**config.mk**
```make
export PLATFORM = sky130hd
export DESIGN_NAME = phy_rx
export DESIGN_NICKNAME = d
export VERILOG_FILES = /design/src/rtl/phy_rx_pkg.sv /design/src/rtl/phy_rx_lane.sv /design/src/rtl/phy_rx.sv
export SDC_FILE = /design/constraint.sdc
export NUM_CORES = 1
export LEC_CHECK = 0
export ABC_AREA = 0
export ABC_CLOCK_PERIOD_IN_PS = 3350
export BUFFER_PORTS_ARGS = -buffer_cell sky130_fd_sc_hd__buf_2
export CORE_MARGIN = 3
export CORE_UTILIZATION = 39
export DETAILED_ROUTE_END_ITERATION = 7
export PLACE_DENSITY = 0.58
export SLEW_MARGIN = 20
export SYNTH_ARGS = -nofsm -noshare
export SYNTH_HDL_FRONTEND = slang
export SYNTH_SLANG_ARGS = --single-unit
```
**constraint.sdc**
```tcl
create_clock -name clk_8f -period 3.35 [get_ports clk_8f]
set_input_delay 0.67 -clock clk_8f [delete_from_list [all_inputs] [get_ports clk_8f]]
set_output_delay 0.67 -clock clk_8f [all_outputs]
set_load 0.005 [all_outputs]
```
**src/rtl/phy_rx_pkg.sv**
```systemverilog
// phy_rx_pkg: shared types and constants for the two-lane PHY receiver.
// Contents: lane alignment state enum, default symbol width, COM idle symbol,
// and a counter-width helper used to size the per-lane counters.
// Optional feature macro used by the importing RTL: PHY_RX_RESYNC_EN.
package phy_rx_pkg;

    localparam int unsigned SYM_W = 8;
    localparam logic [SYM_W-1:0] COM_SYM = 8'hBC;

    // Bits needed to count 0..n-1; never narrower than one bit.
    function automatic int unsigned cnt_w(input int unsigned n);
        return (n > 1) ? $clog2(n) : 1;
    endfunction

    // bit_cnt width for the default symbol width
    localparam int unsigned BIT_CNT_W = cnt_w(SYM_W);

    typedef enum logic [1:0] {
        SEARCH = 2'd0,
        ALIGN  = 2'd1,
        SYNC   = 2'd2
    } lane_state_e;

endpackage

```
**src/rtl/phy_rx_lane.sv**
```systemverilog
// phy_rx_lane: one serial-lane deserializer/aligner (MSB first).
// Hunts for the COM idle symbol at any bit offset, confirms byte alignment
// over COM_COUNT consecutive aligned COMs, then reports each byte boundary.
// Ports:
//   clk_i     bit clock, one serial bit sampled per rising edge
//   rst_i     synchronous active-high reset
//   ser_i     serial data in
//   data_o    last received data byte (held across COM periods)
//   valid_o   data_o holds a data byte from the most recent boundary
//   stb_o     one-cycle pulse per byte boundary processed in SYNC
//   active_o  lane is in SYNC
// Optional: PHY_RX_RESYNC_EN adds slip detection and realignment from SYNC.
module phy_rx_lane
    import phy_rx_pkg::*;
#(
    parameter int unsigned      WIDTH     = SYM_W,
    parameter logic [WIDTH-1:0] COM       = WIDTH'(COM_SYM),
    parameter int unsigned      COM_COUNT = 4
`ifdef PHY_RX_RESYNC_EN
    ,
    parameter int unsigned      RESYNC_COUNT = 4
`endif
) (
    input  logic             clk_i,
    input  logic             rst_i,
    input  logic             ser_i,
    output logic [WIDTH-1:0] data_o,
    output logic             valid_o,
    output logic             stb_o,
    output logic             active_o
);

    localparam int unsigned BCW = (WIDTH == SYM_W) ? BIT_CNT_W : cnt_w(WIDTH);
    localparam int unsigned CCW = cnt_w(COM_COUNT + 1);
    localparam logic [BCW-1:0] LAST_BIT = BCW'(WIDTH - 1);

    lane_state_e      state_q, state_d;
    // Only the oldest WIDTH-1 bits are kept: the newest bit comes from ser_i.
    logic [WIDTH-2:0] shreg_q, shreg_d;
    logic [BCW-1:0]   bit_cnt_q, bit_cnt_d, bit_cnt_inc;
    logic [CCW-1:0]   com_cnt_q, com_cnt_d, com_cnt_inc;
    logic [WIDTH-1:0] data_q, data_d;
    logic             valid_q, valid_d;
    logic             stb_q, stb_d;
    logic             active_q, active_d;
    logic [WIDTH-1:0] cand;
    logic             is_com;
    logic             boundary;

`ifdef PHY_RX_RESYNC_EN
    localparam int unsigned RCW = cnt_w(RESYNC_COUNT + 1);

    logic [BCW-1:0] rs_off_q, rs_off_d;
    logic [RCW-1:0] rs_cnt_q, rs_cnt_d, rs_cnt_inc;
    logic           rs_hit_q, rs_hit_d;
`endif

    // Next-state and output logic
    always_comb begin
        cand        = {shreg_q, ser_i};
        is_com      = (cand == COM);
        boundary    = (bit_cnt_q == LAST_BIT);
        bit_cnt_inc = boundary ? '0 : bit_cnt_q + BCW'(1);
        com_cnt_inc = com_cnt_q + CCW'(1);

        state_d   = state_q;
        shreg_d   = cand[WIDTH-2:0];
        bit_cnt_d = bit_cnt_q;
        com_cnt_d = com_cnt_q;
        data_d    = data_q;
        valid_d   = valid_q;
        stb_d     = 1'b0;
`ifdef PHY_RX_RESYNC_EN
        rs_off_d   = rs_off_q;
        rs_cnt_d   = '0;
        rs_hit_d   = 1'b0;
        rs_cnt_inc = rs_cnt_q + RCW'(1);
`endif

        unique case (state_q)
            SEARCH: begin
                // COM just completed: the next edge is bit 0 of a new byte
                if (is_com) begin
                    bit_cnt_d = '0;
                    com_cnt_d = CCW'(1);
                    state_d   = ALIGN;
                end
            end

            ALIGN: begin
                bit_cnt_d = bit_cnt_inc;
                if (boundary) begin
                    if (is_com) begin
                        if (com_cnt_inc == CCW'(COM_COUNT)) begin
                            state_d   = SYNC;
                            com_cnt_d = '0;
                        end else begin
                            com_cnt_d = com_cnt_inc;
                        end
                    end else begin
                        state_d   = SEARCH;
                        com_cnt_d = '0;
                    end
                end
            end

            SYNC: begin
                bit_cnt_d = bit_cnt_inc;
                if (boundary) begin
                    stb_d = 1'b1;
                    if (is_com) begin
                        valid_d = 1'b0;
                    end else begin
                        data_d  = cand;
                        valid_d = 1'b1;
                    end
                end
`ifdef PHY_RX_RESYNC_EN
                // Track a COM recurring at one non-boundary offset every byte
                // period; a period without it restarts the count.
                rs_cnt_d = rs_cnt_q;
                rs_hit_d = rs_hit_q;
                if (boundary) begin
                    rs_hit_d = 1'b0;
                    if (!rs_hit_q) begin
                        rs_cnt_d = '0;
                    end
                end else if (is_com) begin
                    rs_hit_d = 1'b1;
                    rs_off_d = bit_cnt_q;
                    if ((rs_cnt_q != '0) && (rs_off_q == bit_cnt_q)) begin
                        rs_cnt_d = rs_cnt_inc;
                    end else begin
                        rs_cnt_d = RCW'(1);
                    end
                    if (rs_cnt_d == RCW'(RESYNC_COUNT)) begin
                        // Slipped COM ends here: realign exactly as SEARCH would
                        state_d   = ALIGN;
                        bit_cnt_d = '0;
                        com_cnt_d = CCW'(1);
                        valid_d   = 1'b0;
                        rs_cnt_d  = '0;
                        rs_hit_d  = 1'b0;
                    end
                end
`endif
            end

            default: begin
                state_d = SEARCH;
            end
        endcase

        active_d = (state_d == SYNC);
    end

    // State and output registers
    always_ff @(posedge clk_i) begin
        if (rst_i) begin
            state_q   <= SEARCH;
            shreg_q   <= '0;
            bit_cnt_q <= '0;
            com_cnt_q <= '0;
            data_q    <= '0;
            valid_q   <= 1'b0;
            stb_q     <= 1'b0;
            active_q  <= 1'b0;
`ifdef PHY_RX_RESYNC_EN
            rs_off_q  <= '0;
            rs_cnt_q  <= '0;
            rs_hit_q  <= 1'b0;
`endif
        end else begin
            state_q   <= state_d;
            shreg_q   <= shreg_d;
            bit_cnt_q <= bit_cnt_d;
            com_cnt_q <= com_cnt_d;
            data_q    <= data_d;
            valid_q   <= valid_d;
            stb_q     <= stb_d;
            active_q  <= active_d;
`ifdef PHY_RX_RESYNC_EN
            rs_off_q  <= rs_off_d;
            rs_cnt_q  <= rs_cnt_d;
            rs_hit_q  <= rs_hit_d;
`endif
        end
    end

    assign data_o   = data_q;
    assign valid_o  = valid_q;
    assign stb_o    = stb_q;
    assign active_o = active_q;

endmodule

```
**src/rtl/phy_rx.sv**
```systemverilog
// phy_rx: receive side of the two-lane PHY link. Two independent, identical
// lane deserializers turn serial lanes 0 and 1 back into aligned bytes.
// Ports:
//   clk_8f                 bit clock
//   reset                  synchronous active-high reset
//   ser_in_0 / ser_in_1    serial lane inputs, MSB first
//   data_out_N             lane N last received data byte
//   valid_out_N            lane N data_out_N holds a data byte (not COM)
//   byte_stb_N             lane N one-cycle pulse per byte boundary in SYNC
//   active_N               lane N is in SYNC
// Optional: define PHY_RX_RESYNC_EN to enable slip detection/realignment.
module phy_rx
    import phy_rx_pkg::*;
#(
    parameter int unsigned      WIDTH     = SYM_W,
    parameter logic [WIDTH-1:0] COM       = WIDTH'(COM_SYM),
    parameter int unsigned      COM_COUNT = 4
`ifdef PHY_RX_RESYNC_EN
    ,
    parameter int unsigned      RESYNC_COUNT = 4
`endif
) (
    input  logic             clk_8f,
    input  logic             reset,
    input  logic             ser_in_0,
    input  logic             ser_in_1,
    output logic [WIDTH-1:0] data_out_0,
    output logic             valid_out_0,
    output logic             byte_stb_0,
    output logic             active_0,
    output logic [WIDTH-1:0] data_out_1,
    output logic             valid_out_1,
    output logic             byte_stb_1,
    output logic             active_1
);

    phy_rx_lane #(
        .WIDTH       (WIDTH),
        .COM         (COM),
        .COM_COUNT   (COM_COUNT)
`ifdef PHY_RX_RESYNC_EN
        ,
        .RESYNC_COUNT(RESYNC_COUNT)
`endif
    ) u_lane0 (
        .clk_i   (clk_8f),
        .rst_i   (reset),
        .ser_i   (ser_in_0),
        .data_o  (data_out_0),
        .valid_o (valid_out_0),
        .stb_o   (byte_stb_0),
        .active_o(active_0)
    );

    phy_rx_lane #(
        .WIDTH       (WIDTH),
        .COM         (COM),
        .COM_COUNT   (COM_COUNT)
`ifdef PHY_RX_RESYNC_EN
        ,
        .RESYNC_COUNT(RESYNC_COUNT)
`endif
    ) u_lane1 (
        .clk_i   (clk_8f),
        .rst_i   (reset),
        .ser_i   (ser_in_1),
        .data_o  (data_out_1),
        .valid_o (valid_out_1),
        .stb_o   (byte_stb_1),
        .active_o(active_1)
    );

endmodule

```
## Word level (Yosys, flattened, before mapping)

Cells that the tools add are included.

| storage, ports and cells | value |
|---|---|
| flip-flop bits (word level) | 52 |
| logic and storage cells | 88 |

| operators by class | value |
|---|---|
| add/subtract/negate cells | 4 |
| equal/unequal tests | 16 |
| mux-type cells | 30 |
| bitwise gates (word level) | 4 |
| reductions and logical operators | 18 |

Operators with widths:

| kind | count |
|---|---|
| $mux W3 | 12 |
| $pmux W3 S2 | 4 |
| $eq A8 B8 Y1 const B | 2 |
| $mux W2 | 8 |
| $add A3 B1 Y3 const B | 4 |
| $eq A3 B3 Y1 const B | 4 |
| $pmux W2 S3 | 2 |
| $reduce_and A3 Y1 | 4 |
| $eq A2 B2 Y1 const B | 4 |
| $ne A2 B1 Y1 const B | 4 |
| $reduce_and A2 Y1 | 4 |
| $reduce_bool A2 Y1 | 4 |
| $reduce_or A2 Y1 | 4 |
| $eq A2 B1 Y1 const B | 2 |
| $logic_not A2 Y1 | 2 |
| $mux W1 | 4 |
| $not A1 Y1 | 4 |

## Logic depth before layout (Yosys ltp)

Gate-level depths: netlist of the first run.

| depth | value |
|---|---|
| depth in word-level cells | 7 |
| depth in mapped cells | 7 |
| mapped depth without buffers | 6 |

## By module

A second synthesis of the first run with hierarchy kept.

| second synthesis, totals | value |
|---|---|
| cells, all modules | 240 |
| area total of the unflattened synthesis | 2339.7 um^2 |

Modules (own cells, without submodules):

| module | times used | cells an instance | area an instance (um^2) |
|---|---|---|---|
| phy_rx_lane | 2 | 120 | 1169.9 |

## Worst setup path before layout of the first run

Ideal clock, no wire load.

| timing | value |
|---|---|
| path kind | input -> register |
| start | in ser_in_1 |
| end | reg u_lane1.active_q, in the netlist u_lane1.active_o |
| library setup time | 0.103 ns |
| arrival | 1.773 ns |
| slack | 1.474 ns |
| cell stages on the path | 4 |
| path buffers | 0 |
| path through | or4b_4 -> nor2_2 -> o221ai_2 -> a2111oi_2 |

| between the ends | value |
|---|---|
| cells in the longest elaborated chain, start to end | 5 |
| elaborated cells on any way between the ends | 6 |

RTL lines:

| element | line | text |
|---|---|---|
| start, declared | phy_rx.sv:26 | `input logic ser_in_1,` |
| $eq A8 B8 Y1 * | phy_rx_lane.sv:61 | `is_com = (cand == COM);` |
| $mux W2 | phy_rx_lane.sv:93 | `if (is_com) begin` |
| $mux W2 | phy_rx_lane.sv:92 | `if (boundary) begin` |
| $pmux W2 S3 * | phy_rx_lane.sv:80 | `unique case (state_q)` |
| $eq A2 B2 Y1 * | phy_rx_lane.sv:154 | `active_d = (state_d == SYNC);` |
| end signal, assigned | phy_rx_lane.sv:181 | `active_q <= active_d;` |
| end, declared | phy_rx_lane.sv:45 | `logic active_q, active_d;` |

Every way passes the cells marked *; elsewhere a longest branch is shown, timed or not.
A chain may end at the register's enable or synchronous reset.

## Worst setup path after layout of the first run

| timing | value |
|---|---|
| start | reg u_lane0.bit_cnt_q[0] |
| end | reg u_lane0.data_q[0], in the netlist u_lane0.data_o[0] |

| between the ends | value |
|---|---|
| cells in the longest elaborated chain, start to end | 2 |

RTL lines:

| element | line | text |
|---|---|---|
| start, declared | phy_rx_lane.sv:40 | `logic [BCW-1:0] bit_cnt_q, bit_cnt_d, bit_cnt_inc;` |
| start signal, assigned | phy_rx_lane.sv:176 | `bit_cnt_q <= bit_cnt_d;` |
| $eq A3 B3 Y1 | phy_rx_lane.sv:62 | `boundary = (bit_cnt_q == LAST_BIT);` |
| net u_lane0.boundary | phy_rx_lane.sv:48 | `logic boundary;` |
| $reduce_and A3 Y1 (no source line) | - |  |
| end signal, assigned | phy_rx_lane.sv:178 | `data_q <= data_d;` |
| end, declared | phy_rx_lane.sv:42 | `logic [WIDTH-1:0] data_q, data_d;` |

The timed path passes the listed nets, and every way through them passes these cells.

==> qor.csv, run 1 <==
stage,metric,value,unit
outcome,status,"complete, no violations",
floorplan,dieHeight,83.0,um
sta,period_needed,2.12,ns
setup_path,critPathMostFrequentCell,ha_1,
pwr,clkPwrFrac,43.5,%
clocking,cts_buffer_depth,2,
grt,antenna_found_initial,0,
pwr,p_comb_share,1.4,%
sta,finalSetupViolCount,0,
pwr,p_int,0.000920,W
setup_path,required,3.50,ns
cells_and_area,num-fill-cells,584,
sta,fin_crit_sh,63.2,%
clocking,cts_tree,yes,
clocking,cts_root_buffer,clkbuf_8,
clocking,post_cts_buffers,0,
synthesis,synth-seq-cells,52,
grt,grt_pass1_vias,1632,
flow_run,maxCapViolations,0,
pwr,p_per_area,431,mW/mm2
synthesis,synthTopCellsByArea,"dfxtp_1 (45%), ha_1 (9.8%), mux2i_1 (7.4%), nor2b_1 (4.6%), nor2_1 (4.4%)",
pwr,ir_drop,0.000297,V
cells_and_area,final_cells,335,
sta,rsz0062_at_grt,no,
synthesis,async_flop_share,0,%
drt,drt-pass1-iter-count,4,
synthesis,synth_cell_types,45,
place,dp_hpwl,2960,um
drt,wl_per_cell,12.7,um
sta,finalSetupTns,0,ns
clocking,cts_hold_buf,0,
synthesis,yosys_warnings,0,
setup_path,cp_slowest_cell,a21oi_1,
setup_path,criticalPathCategory,reg -> reg,
setup_path,cp-start-kind,flop,
place,placed_cell_area,0.00250,mm2
setup_path,crit_chain,ha_1 > ha_1 > nand2_1 > a21oi_1 > buf_4 > mux2i_1 > nor2_1,
drt,num_vias,1729,
setup_path,worstPathArrival,2.27,ns
setup_path,startpoint,u_lane0.bit_cnt_q[0],
setup_path,r2r-start,u_lane0.bit_cnt_q[0],
place,place_ws,1.13,ns
sta,slew_headroom,39.2,%
place,port_buffers,25,
sta,holdWs,0.483,ns
sta,finalHoldViolCount,0,
sta,slew_viol_final,0,
grt,grtUsageTotal,12.9,%
hold_path,hold_path_class,reg -> reg,
synthesis,synth_edf_count,0,
drt,routed_via_density,5.16,
cells_and_area,drive_gt1_share,16.3,%
sta,skew,0.00452,ns
synthesis,mappedNetlistNets,260,
pwr,leakagePower,1.04,nW
synthesis,yosys-top-cells-count,"dfxtp_1 (52), nor2_1 (27), a21oi_1 (18), ha_1 (18)",
floorplan,num_rows,27,
setup_path,end_kind,flop,
clocking,clk_latency,0.30,ns
setup_path,path_max_fanout,7,
cells_and_area,diodes,0,
place,dp.cells,328,
cells_and_area,finalNetCount,285,
grt,grt_max_degree,53,
pwr,switching_share,19.0,%
clocking,ctsHtreeMaxLevel,2,
floorplan,die-area,0.00688,mm2
sta,layout_setup_ws,1.23,ns
drt,drt_iter0_markers,75,
clocking,cts.repair.resized,0,
sta,max_freq,0.472,GHz
cells_and_area,syn_to_final_growth,13.9,%
clocking,clock-sinks,52,
pwr,p_seq_share,55.1,%
drt,totalWireLength,4240,um
synthesis,syn-cell-area,0.00231,mm2
synthesis,syn_inst,238,
clocking,cts_buffers,5,
cells_and_area,fin_area,0.00263,mm2
floorplan,io_pins,26,
setup_path,max_stage_delay,0.51,ns
clocking,cts.clk_slew.worst_paths,0.09,ns
place,gp_congestion,0.741,
synthesis,syn_area_per_cell,9.70,um2
sta,tightest_slew,0.912,ns
drt,drc,0,
synthesis,synth_top_area_cell,dfxtp_1,
grt,gr-total-overflow,0,
hold_path,hp-start,u_lane1.bit_cnt_q[1],
floorplan,dieWidth,83.0,um
grt,grt_pass1_wl,7530,um
synthesis,ys.flop_type,dfxtp_1,
synthesis,synth_most_common_cell,dfxtp_1,
synthesis,yosysTopAreaCellShare,45.1,%
drt,drtAntennaViolNets,0,
pwr,p_switching,0.000215,W
synthesis,yosysSeqAreaShare,45.1,%
floorplan,coreArea,0.00561,mm2
floorplan,start_util,41.2,%
==> area by class of cell <==
cell class / instances / area (um2) / share of cell area, %
multi-input combinational: 168 / 1200 / 45.5
timing repair buffer: 27 / 140 / 5.33
clock buffer: 5 / 68.8 / 2.62
inverter: 9 / 33.8 / 1.28
clock inverter: 2 / 60.1 / 2.28
sequential: 52 / 1040 / 39.6
tap: 72 / 90.1 / 3.42
==> through the flow <==
step	util (%)	power, W
floorplan	-	0.000651
global placement	44.6	0.000656
CTS	46.9	0.00116
global route	46.9	0.00119
finish	46.9	0.00114
detailed placement	44.6	0.000657
==> metal layers <==
| metal | track usage [%] | up-vias | part of all wire [%] |
|---|---|---|---|
| li1 | - | 896 | - |
| met1 | 18.5 | 806 | 55 |
| met2 | 18.7 | 25 | 42 |
| met3 | 3.37 | 2 | 2.7 |
| met4 | 4.01 | 0 | 0.82 |
| met5 | 0 | - | 0 |
==> power by group through the flow <==
stage / clock, W / combinational [W] / sequential [W]
global route: 0.000542 / 0.0000183 / 0.000626
finish: 0.000494 / 0.0000163 / 0.000625
CTS: 0.000513 / 0.0000167 / 0.000625
detailed placement: 0 / 0.0000168 / 0.000640
global placement: 0 / 0.0000166 / 0.000640
floorplan: 0 / 0.0000124 / 0.000638
==> flip-flops by register name, indices dropped and copies added (netlist names), 2 cells and up <==
signal / flops
u_lane0.bit_cnt_q: 3
u_lane0.com_cnt_q: 3
u_lane0.data_o: 8
u_lane0.shreg_q: 7
u_lane0.state_q: 2
u_lane1.bit_cnt_q: 3
u_lane1.com_cnt_q: 3
u_lane1.data_o: 8
u_lane1.shreg_q: 7
u_lane1.state_q: 2
==> worst max-delay path, delay by kind of cell, from the launching register on <==
family                     cells  cell delay, ns
AOI/OAI and AO/OA              1            0.51
and+or+nand+nor                2            0.21
DFF                            1            0.36
buffers and inverters          1            0.26
muxes                          1            0.19
adders and majority gates      2            0.44
==> cell families after synthesis <==
kind of cell	after synthesis	synth area share (%)
AND/OR/NAND/NOR	81	19.9
flip-flops	52	45.1
buffers and inverters	18	3.09
multiplexers	17	7.37
adder cells (fa/ha/maj)	18	9.75
XOR/XNOR	2	0.759
AO/OA/AOI/OAI	50	14.1
==> worst paths after layout <==
check                           cells past startpoint  slack, ns                    to
worst max-delay path                                7       1.23     u_lane0.data_o[0]
worst min-delay path                                2       0.48  u_lane1.bit_cnt_q[1]
worst max register to register                      7       1.23     u_lane0.data_o[0]
worst min register to register                      2       0.48  u_lane1.bit_cnt_q[1]
==> layout by cell type, fill, tap and decap left out, types with 2 or more instances in the layout <==
| master | n |
|---|---|
| or2_2 | 2 |
| a21oi_1 | 18 |
| mux2i_1 | 17 |
| nor4_1 | 3 |
| buf_4 | 2 |
| a31oi_1 | 2 |
| o31ai_1 | 2 |
| o21ai_0 | 11 |
| nand2_1 | 7 |
| clkbuf_8 | 5 |
| bufinv_16 | 2 |
| nand4_1 | 2 |
| nor2_1 | 27 |
| ha_1 | 18 |
| nand4b_1 | 3 |
| dfxtp_1 | 52 |
| buf_2 | 25 |
| nand3_1 | 4 |
| nor3_1 | 7 |
| a211oi_1 | 4 |
| inv_1 | 9 |
| nor2b_1 | 17 |
Power figures use the tool's default switching activity.
==> inputs of run 2 (changes only) <==
Settings changed: ABC_AREA 0 to 1, ABC_CLOCK_PERIOD_IN_PS 3350 to 1700, PLACE_DENSITY 0.58 to 0.6.
Clock period 3.35 ns to 1.7 ns, I/O delays scaled along.
==> run 2 against run 1 <==
Via count up 11%. Core utilization down 1.1 points. Critical path type unchanged. Largest power group unchanged. Largest cell class unchanged. Die area up 4.7%.
==> qor.csv, run 2 <==
stage,metric,value,unit,change
synthesis,yosysTopAreaCellShare,42.9,%,-2.2 points
synthesis,syn-cell-area,0.00243,mm2,+5.1%
synthesis,synth_edf_count,0,,unchanged
sta,finalSetupTns,0,ns,unchanged
synthesis,yosysSeqAreaShare,42.9,%,-2.2 points
synthesis,async_flop_share,0,%,unchanged
drt,drtAntennaViolNets,0,,unchanged
sta,finalSetupViolCount,0,,unchanged
setup_path,end_kind,flop,,
pwr,p_per_area,834,mW/mm2,+93%
setup_path,startpoint,u_lane1.bit_cnt_q[0],,
pwr,leakagePower,1.28,nW,+23%
synthesis,synth_compound_area_share,12.6,%,-1.5 points
hold_path,hold_path_class,in -> reg,,
pwr,clkPwrFrac,44.3,%,+0.8 points
sta,slew_viol_final,0,,unchanged
synthesis,yosys-top-cells-count,"nand2_1 (57), dfxtp_1 (52), nor2_1 (50), inv_1 (41), a21oi_1 (25)",,
sta,rsz0062_at_grt,no,,
cells_and_area,diodes,0,,unchanged
grt,grt_pass1_wl,8240,um,+9.4%
pwr,p_switching,0.000463,W,+120%
sta,max_freq,0.656,GHz,+39%
drt,drt-pass1-iter-count,4,,unchanged
drt,drt_iter0_markers,70,,-6.7%
setup_path,cp-start-kind,flop,,
setup_path,path_max_fanout,16,,+9
floorplan,dieHeight,84.9,um,+2.3%
clocking,ctsHtreeMaxLevel,2,,unchanged
synthesis,synth_cell_types,27,,-40%
drt,totalWireLength,4540,um,+7.0%
floorplan,die-area,0.00721,mm2,+4.7%
hold_path,hp-start,ser_in_1,,
pwr,switching_share,20.2,%,+1.2 points
synthesis,syn_inst,317,,+33%
grt,gr-total-overflow,0,,unchanged
floorplan,io_pins,26,,unchanged
synthesis,synth-xor-area-share,0,%,-0.76 points
place,port_buffers,25,,unchanged
synthesis,yosys_warnings,0,,unchanged
synthesis,synthTopCellsByArea,"dfxtp_1 (43%), ha_1 (9.3%), nand2_1 (8.8%), nor2_1 (7.7%), inv_1 (6.3%)",,
synthesis,synth_most_common_cell,nand2_1,,
setup_path,required,1.91,ns,-1.59 ns
synthesis,mappedNetlistNets,339,,+30%
drt,drc,0,,unchanged
pwr,ir_drop,0.000450,V,+52%
sta,slew_headroom,74.3,%,+35 points
clocking,clk_latency,0.31,ns,about the same
cells_and_area,syn_to_final_growth,13.2,%,
synthesis,synthMuxAreaShare,0,%,-7.4 points
pwr,p_int,0.00183,W,+99%
grt,grt_max_degree,26,,-51%
synthesis,syn_area_per_cell,7.66,um2,-21%
sta,finalHoldViolCount,0,,unchanged
floorplan,dieWidth,84.9,um,+2.3%
cells_and_area,final_util,45.9,%,-1.1 points
floorplan,start_util,40.5,%,-0.67 points
clocking,cts_buffer_depth,2,,unchanged
cells_and_area,finalNetCount,366,,+28%
drt,wl_per_cell,10.8,um,-15%
cells_and_area,num-fill-cells,619,,+6.0%
place,dp_hpwl,3330,um,+13%
clocking,post_cts_buffers,0,,unchanged
sta,fin_crit_sh,89.7,%,+26 points
sta,period_needed,1.53,ns,-0.593 ns
cells_and_area,final_common_cell,nand2_1,,
synthesis,synthAdderAreaFrac,9.28,%,-0.47 points
synthesis,synth_top_family_by_area,simple AND/OR/NAND/NOR gates,,
floorplan,num_rows,28,,+3.7%
setup_path,worstPathArrival,1.74,ns,-0.53 ns
clocking,cts_hold_buf,0,,unchanged
synthesis,synth-simple-area-share,25.6,%,+5.7 points
clocking,cts_buffers,5,,unchanged
sta,skew,0.0101,ns,+0.00561 ns
clocking,cts.clk_slew.worst_paths,0.10,ns,about the same
setup_path,r2r-start,u_lane1.bit_cnt_q[0],,
drt,num_vias,1922,,+11%
drt,routed_via_density,4.58,,-11%
grt,grtUsageTotal,13.9,%,+1.0 points
floorplan,coreArea,0.00599,mm2,+6.8%
outcome,status,"complete, no violations",,
synthesis,synth_top_area_cell,dfxtp_1,,
clocking,cts_root_buffer,clkbuf_8,,
place,gp_congestion,0.782,,+5.5%
synthesis,synth-seq-cells,52,,unchanged
cells_and_area,drive_gt1_share,18.0,%,+1.6 points
pwr,p_comb_share,2.1,%,+0.7 points
synthesis,ys.flop_type,dfxtp_1,,
flow_run,maxCapViolations,0,,unchanged
cells_and_area,final_cell_mix,"nand2_1 (57), dfxtp_1 (52), nor2_1 (50)",,
sta,tightest_slew,0.382,ns,-0.530 ns
clocking,clock-sinks,52,,unchanged
grt,antenna_found_initial,0,,unchanged
setup_path,criticalPathCategory,reg -> reg,,
grt,grt_pass1_vias,1949,,+19%
clocking,cts_tree,yes,,
pwr,p_seq_share,53.6,%,-1.5 points
-- run 2: cell count changes in the layout (fill, tap and decap cells not counted), moves of 4 or more --
cell	before	now
a211oi_1	4	0
a21oi_1	18	25
inv_1	9	41
inv_2	0	4
mux2i_1	17	0
nand2_1	7	57
nand2_2	0	4
nand3_1	4	10
nor2_1	27	50
nor2b_1	17	0
nor3_1	7	2
o21ai_0	11	22
o21ai_2	0	5
-- run 2: what timing repair did --
action,in CTS,in global routing
gates resized for setup,0,1
endpoints found under the hold margin,0,0
setup endpoints to repair,0,1
-- run 2: path summary, 6_finish.rpt --
| path | endpoint | slack, ns | cells after the start |
|---|---|---|---|
| setup / recovery | u_lane1.data_o[7] | 0.17 | 7 |
| hold / removal | u_lane1.shreg_q[0] | 0.25 | 3 |
| setup reg to reg | u_lane1.data_o[7] | 0.17 | 7 |
| hold reg to reg | u_lane0.data_o[1] | 0.44 | 2 |
-- run 2: area by class of cell --
type                    count  area (um2)  area share, %
clock buffers               5        68.8           2.50
inverters                  47         181           6.60
repair buffers             27         140           5.10
clock inverters             3        68.8           2.50
flip-flops and latches     52        1040           37.9
well taps                  75        93.8           3.42
multi-input cells         211        1150           42.0
-- run 2: cells by family after synthesis --
| family | after synthesis |
|---|---|
| buffers and inverters | 54 |
| flip-flops | 52 |
| AO/OA/AOI/OAI | 55 |
| AND/OR/NAND/NOR | 138 |
| adder cells (fa/ha/maj) | 18 |
-- run 2: power groups by stage --
stage / logic [W] / registers (W) / clock network [W]
finish: 0.0000472 / 0.00123 / 0.00102
global route: 0.0000544 / 0.00123 / 0.00109
CTS: 0.0000488 / 0.00123 / 0.00105
detailed placement: 0.0000484 / 0.00126 / 0
global placement: 0.0000485 / 0.00126 / 0
floorplan: 0.0000372 / 0.00126 / 0
-- run 2: critical path, stage by stage (launching register included) --
cell and delay (ns):
dfxtp_1 0.37, ha_1 0.16, ha_1 0.25, nand2_2 0.14, nor2_8 0.25, inv_1 0.09, nor2_1 0.11, nor2_1 0.06
-- run 2: per-stage QoR --
stage / setup WS [ns] / hold slack [ns] / instances / power, W / area, um2
finish: 0.175 / 0.250 / 420 / 0.00229 / 2750
global route: 0.000441 / 0.249 / 420 / 0.00237 / 2750
CTS: 0.141 / 0.246 / 420 / 0.00233 / 2750
detailed placement: 0.165 / 0.432 / 412 / 0.00131 / 2610
global placement: 0.220 / 0.429 / 412 / 0.00131 / 2610
floorplan: 0.287 / 0.413 / 317 / 0.00129 / 2430
-- run 2: metal layers --
| metal | wire [um] | part of all wire, % | GRT usage, % | vias up |
|---|---|---|---|---|
| met5 | 0 | 0 | 0 | - |
| met4 | 73 | 1.6 | 5.32 | 0 |
| met3 | 136 | 3.0 | 2.91 | 7 |
| met2 | 2120 | 47 | 23.7 | 23 |
| met1 | 2210 | 49 | 17.2 | 853 |
| li1 | - | - | - | 1039 |
==> inputs of run 3 (changes only) <==
Settings changed: ABC_CLOCK_PERIOD_IN_PS 1700 to 1250.
Clock period 1.7 ns to 1.25 ns, I/O delays scaled along.
==> run 3 against run 2 <==
The flow now finishes with violations (setup timing). Largest power group unchanged. Worst setup slack got worse by 0.27 ns. Critical path type unchanged. Hold slack lost 0.074 ns. Critical endpoint is now u_lane1.com_cnt_q[2]. Cell area increased by 28%. Largest cell class unchanged. Clock power is 4% higher.
==> qor.csv, run 3 (synthesis gave the netlist of run 2 again) <==
stage,metric,value,unit,change
drt,dr_wl_met2,2800,um,+32%
clocking,ctsHtreeMaxLevel,2,,unchanged
clocking,cts.clk_slew.worst_paths,0.10,ns,about the same
sta,holdWs,0.176,ns,-0.0740 ns
grt,gr-total-overflow,0,,unchanged
drt,wl_per_cell,12.3,um,+14%
hold_path,hp-start,ser_in_0,,
place,gp_congestion,0.737,,-5.7%
clocking,clock-sinks,52,,unchanged
floorplan,io_pins,26,,unchanged
setup_path,r2r.worst_path.cells,9,,+2
floorplan,coreArea,0.00599,mm2,unchanged
pwr,ir_drop,0.000751,V,+67%
sta,finalHoldViolCount,0,,unchanged
floorplan,num_rows,28,,unchanged
outcome,violations,setup timing,,
drt,top_layer,met4,,
floorplan,dieWidth,84.9,um,unchanged
place,dp_hpwl,3540,um,+6.2%
clocking,cts_root_buffer,clkbuf_8,,
cells_and_area,diodes,0,,unchanged
drt,wl_met3,158,um,+16%
drt,drc,0,,unchanged
sta,slew_viol_final,0,,unchanged
cells_and_area,fin_area,0.00352,mm2,+28%
drt,num_vias,2171,,+13%
place,placed_cell_area,0.00290,mm2,+11%
sta,rsz0062_at_grt,yes,,
setup_path,r2r-start,u_lane1.bit_cnt_q[1],,
drt,drt_iter0_markers,53,,-24%
grt,grt_max_degree,26,,unchanged
setup_path,end_kind,flop,,
place,dp.cells,436,,+5.8%
clocking,cts_hold_buf,0,,unchanged
floorplan,dieHeight,84.9,um,unchanged
pwr,leakagePower,1.55,nW,+21%
cells_and_area,finalNetCount,408,,+11%
clocking,cts_buffers,5,,unchanged
outcome,status,finished with violations,,
sta,layout_setup_ws,-0.0968,ns,-0.271 ns
hold_path,min_path_cells,3,,unchanged
floorplan,die-area,0.00721,mm2,unchanged
sta,finalSetupViolCount,16,,+16
setup_path,r2r-end,u_lane1.com_cnt_q[2],,
pwr,power,0.00281,W,+23%
cells_and_area,syn_to_final_growth,44.9,%,
pwr,p_per_area,799,mW/mm2,-4.2%
sta,slew_headroom,74.5,%,+0.23 points
clocking,clk_latency,0.31,ns,about the same
flow_run,maxCapViolations,0,,unchanged
setup_path,path_max_fanout,5,,-11
grt,antenna_found_initial,0,,unchanged
grt,grt_pass1_vias,2186,,+12%
sta,period_needed,1.35,ns,-0.179 ns
drt,totalWireLength,5690,um,+25%
sta,finalSetupTns,-0.564,ns,-0.564 ns
sta,tightest_slew,0.382,ns,+0.000652 ns
drt,routed_via_density,4.70,,+2.7%
clocking,cts_tree,yes,,
setup_path,criticalPathCategory,reg -> reg,,
cells_and_area,drive_gt1_share,49.1,%,+31 points
place,port_buffers,25,,unchanged
cells_and_area,final_cells,462,,+10%
cells_and_area,final_common_cell,nand2_1,,
cells_and_area,final_cell_mix,"nand2_1 (45), nor2_1 (41), buf_4 (35)",,
setup_path,cp-start-kind,flop,,
floorplan,start_util,40.5,%,unchanged
drt,wl_met1,2560,um,+16%
hold_path,hold_path_class,in -> reg,,
drt,drtAntennaViolNets,0,,unchanged
grt,grtUsageTotal,16.2,%,+2.2 points
grt,grt_pass1_wl,9630,um,+17%
sta,skew,0.00489,ns,-0.00524 ns
sta,fin_crit_sh,108,%,+18 points
hold_path,hold_end,u_lane0.shreg_q[0],,
sta,max_freq,0.742,GHz,+13%
setup_path,required,1.45,ns,-0.46 ns
clocking,cts_buffer_depth,2,,unchanged
setup_path,r2r_slack,-0.1,ns,-0.27 ns
setup_path,worstPathArrival,1.55,ns,-0.19 ns
drt,drt-pass1-iter-count,4,,unchanged
## run 3: changes by cell type in the layout (fill, tap and decap cells not counted), sizes merged
cell,previous run,this run
nand3,11,12
buf,27,68
clkbuf,5,6
bufinv,2,0
inv,48,49
## run 3: final cells by class
class	instances	area, um2
flip-flops and latches	52	1080
inverters	47	191
multi-input cells	212	1560
clock buffers	6	82.6
clock inverters	2	17.5
well taps	75	93.8
fillers	526	2470
repair buffers	68	495
## run 3: worst max path at each step
stage                    startpoint              endpoint  slack [ns]  cells past startpoint
6_report       u_lane1.bit_cnt_q[1]  u_lane1.com_cnt_q[2]        -0.1                      9
5_1_grt        u_lane1.bit_cnt_q[1]  u_lane1.com_cnt_q[2]       -0.22                      8
4_1_cts        u_lane0.bit_cnt_q[1]  u_lane0.com_cnt_q[0]       -0.07                      7
3_5_place_dp     u_lane1.state_q[0]     u_lane1.data_o[2]       -0.12                      7
3_3_place_gp   u_lane0.bit_cnt_q[1]  u_lane0.com_cnt_q[1]        -0.1                      8
2_1_floorplan  u_lane0.bit_cnt_q[0]  u_lane0.com_cnt_q[0]      -0.009                      7
## run 3: power by group
part	total [W]	internal (W)	switching, W
clock network	0.00106	0.000465	0.000590
registers	0.00167	0.00166	0.00000785
logic	0.0000892	0.0000277	0.0000614
total	0.00281	0.00215	0.000660
## run 3: timing repair
item,CTS,global route
gates resized for setup,44,74
buffers inserted,14,4
pin swaps,27,37
cloned,2,0
setup endpoints to repair,22,36
## run 3: worst max-delay path: stages (launching register included)
cell	delay [ns]
dfxtp_2	0.36
ha_4	0.14
ha_4	0.17
inv_2	0.06
nand2_4	0.08
nand2_4	0.05
a21oi_4	0.18
inv_2	0.06
nor2_1	0.10
nor2_1	0.04
## run 3: per-layer routing
metal | global-route usage, % | vias up
li1 | - | 1134
met1 | 19.4 | 988
met2 | 28.3 | 35
met3 | 3.20 | 14
met4 | 6.33 | 0
met5 | 0 | -
## run 3: per-stage QoR
step           utilization (%)  setup WS [ns]
2_1_floorplan                -       -0.00877
3_3_place_gp              48.5        -0.0990
3_5_place_dp              48.5         -0.116
4_1_cts                   54.6        -0.0718
5_1_grt                   58.7         -0.216
6_report                  58.7        -0.0968
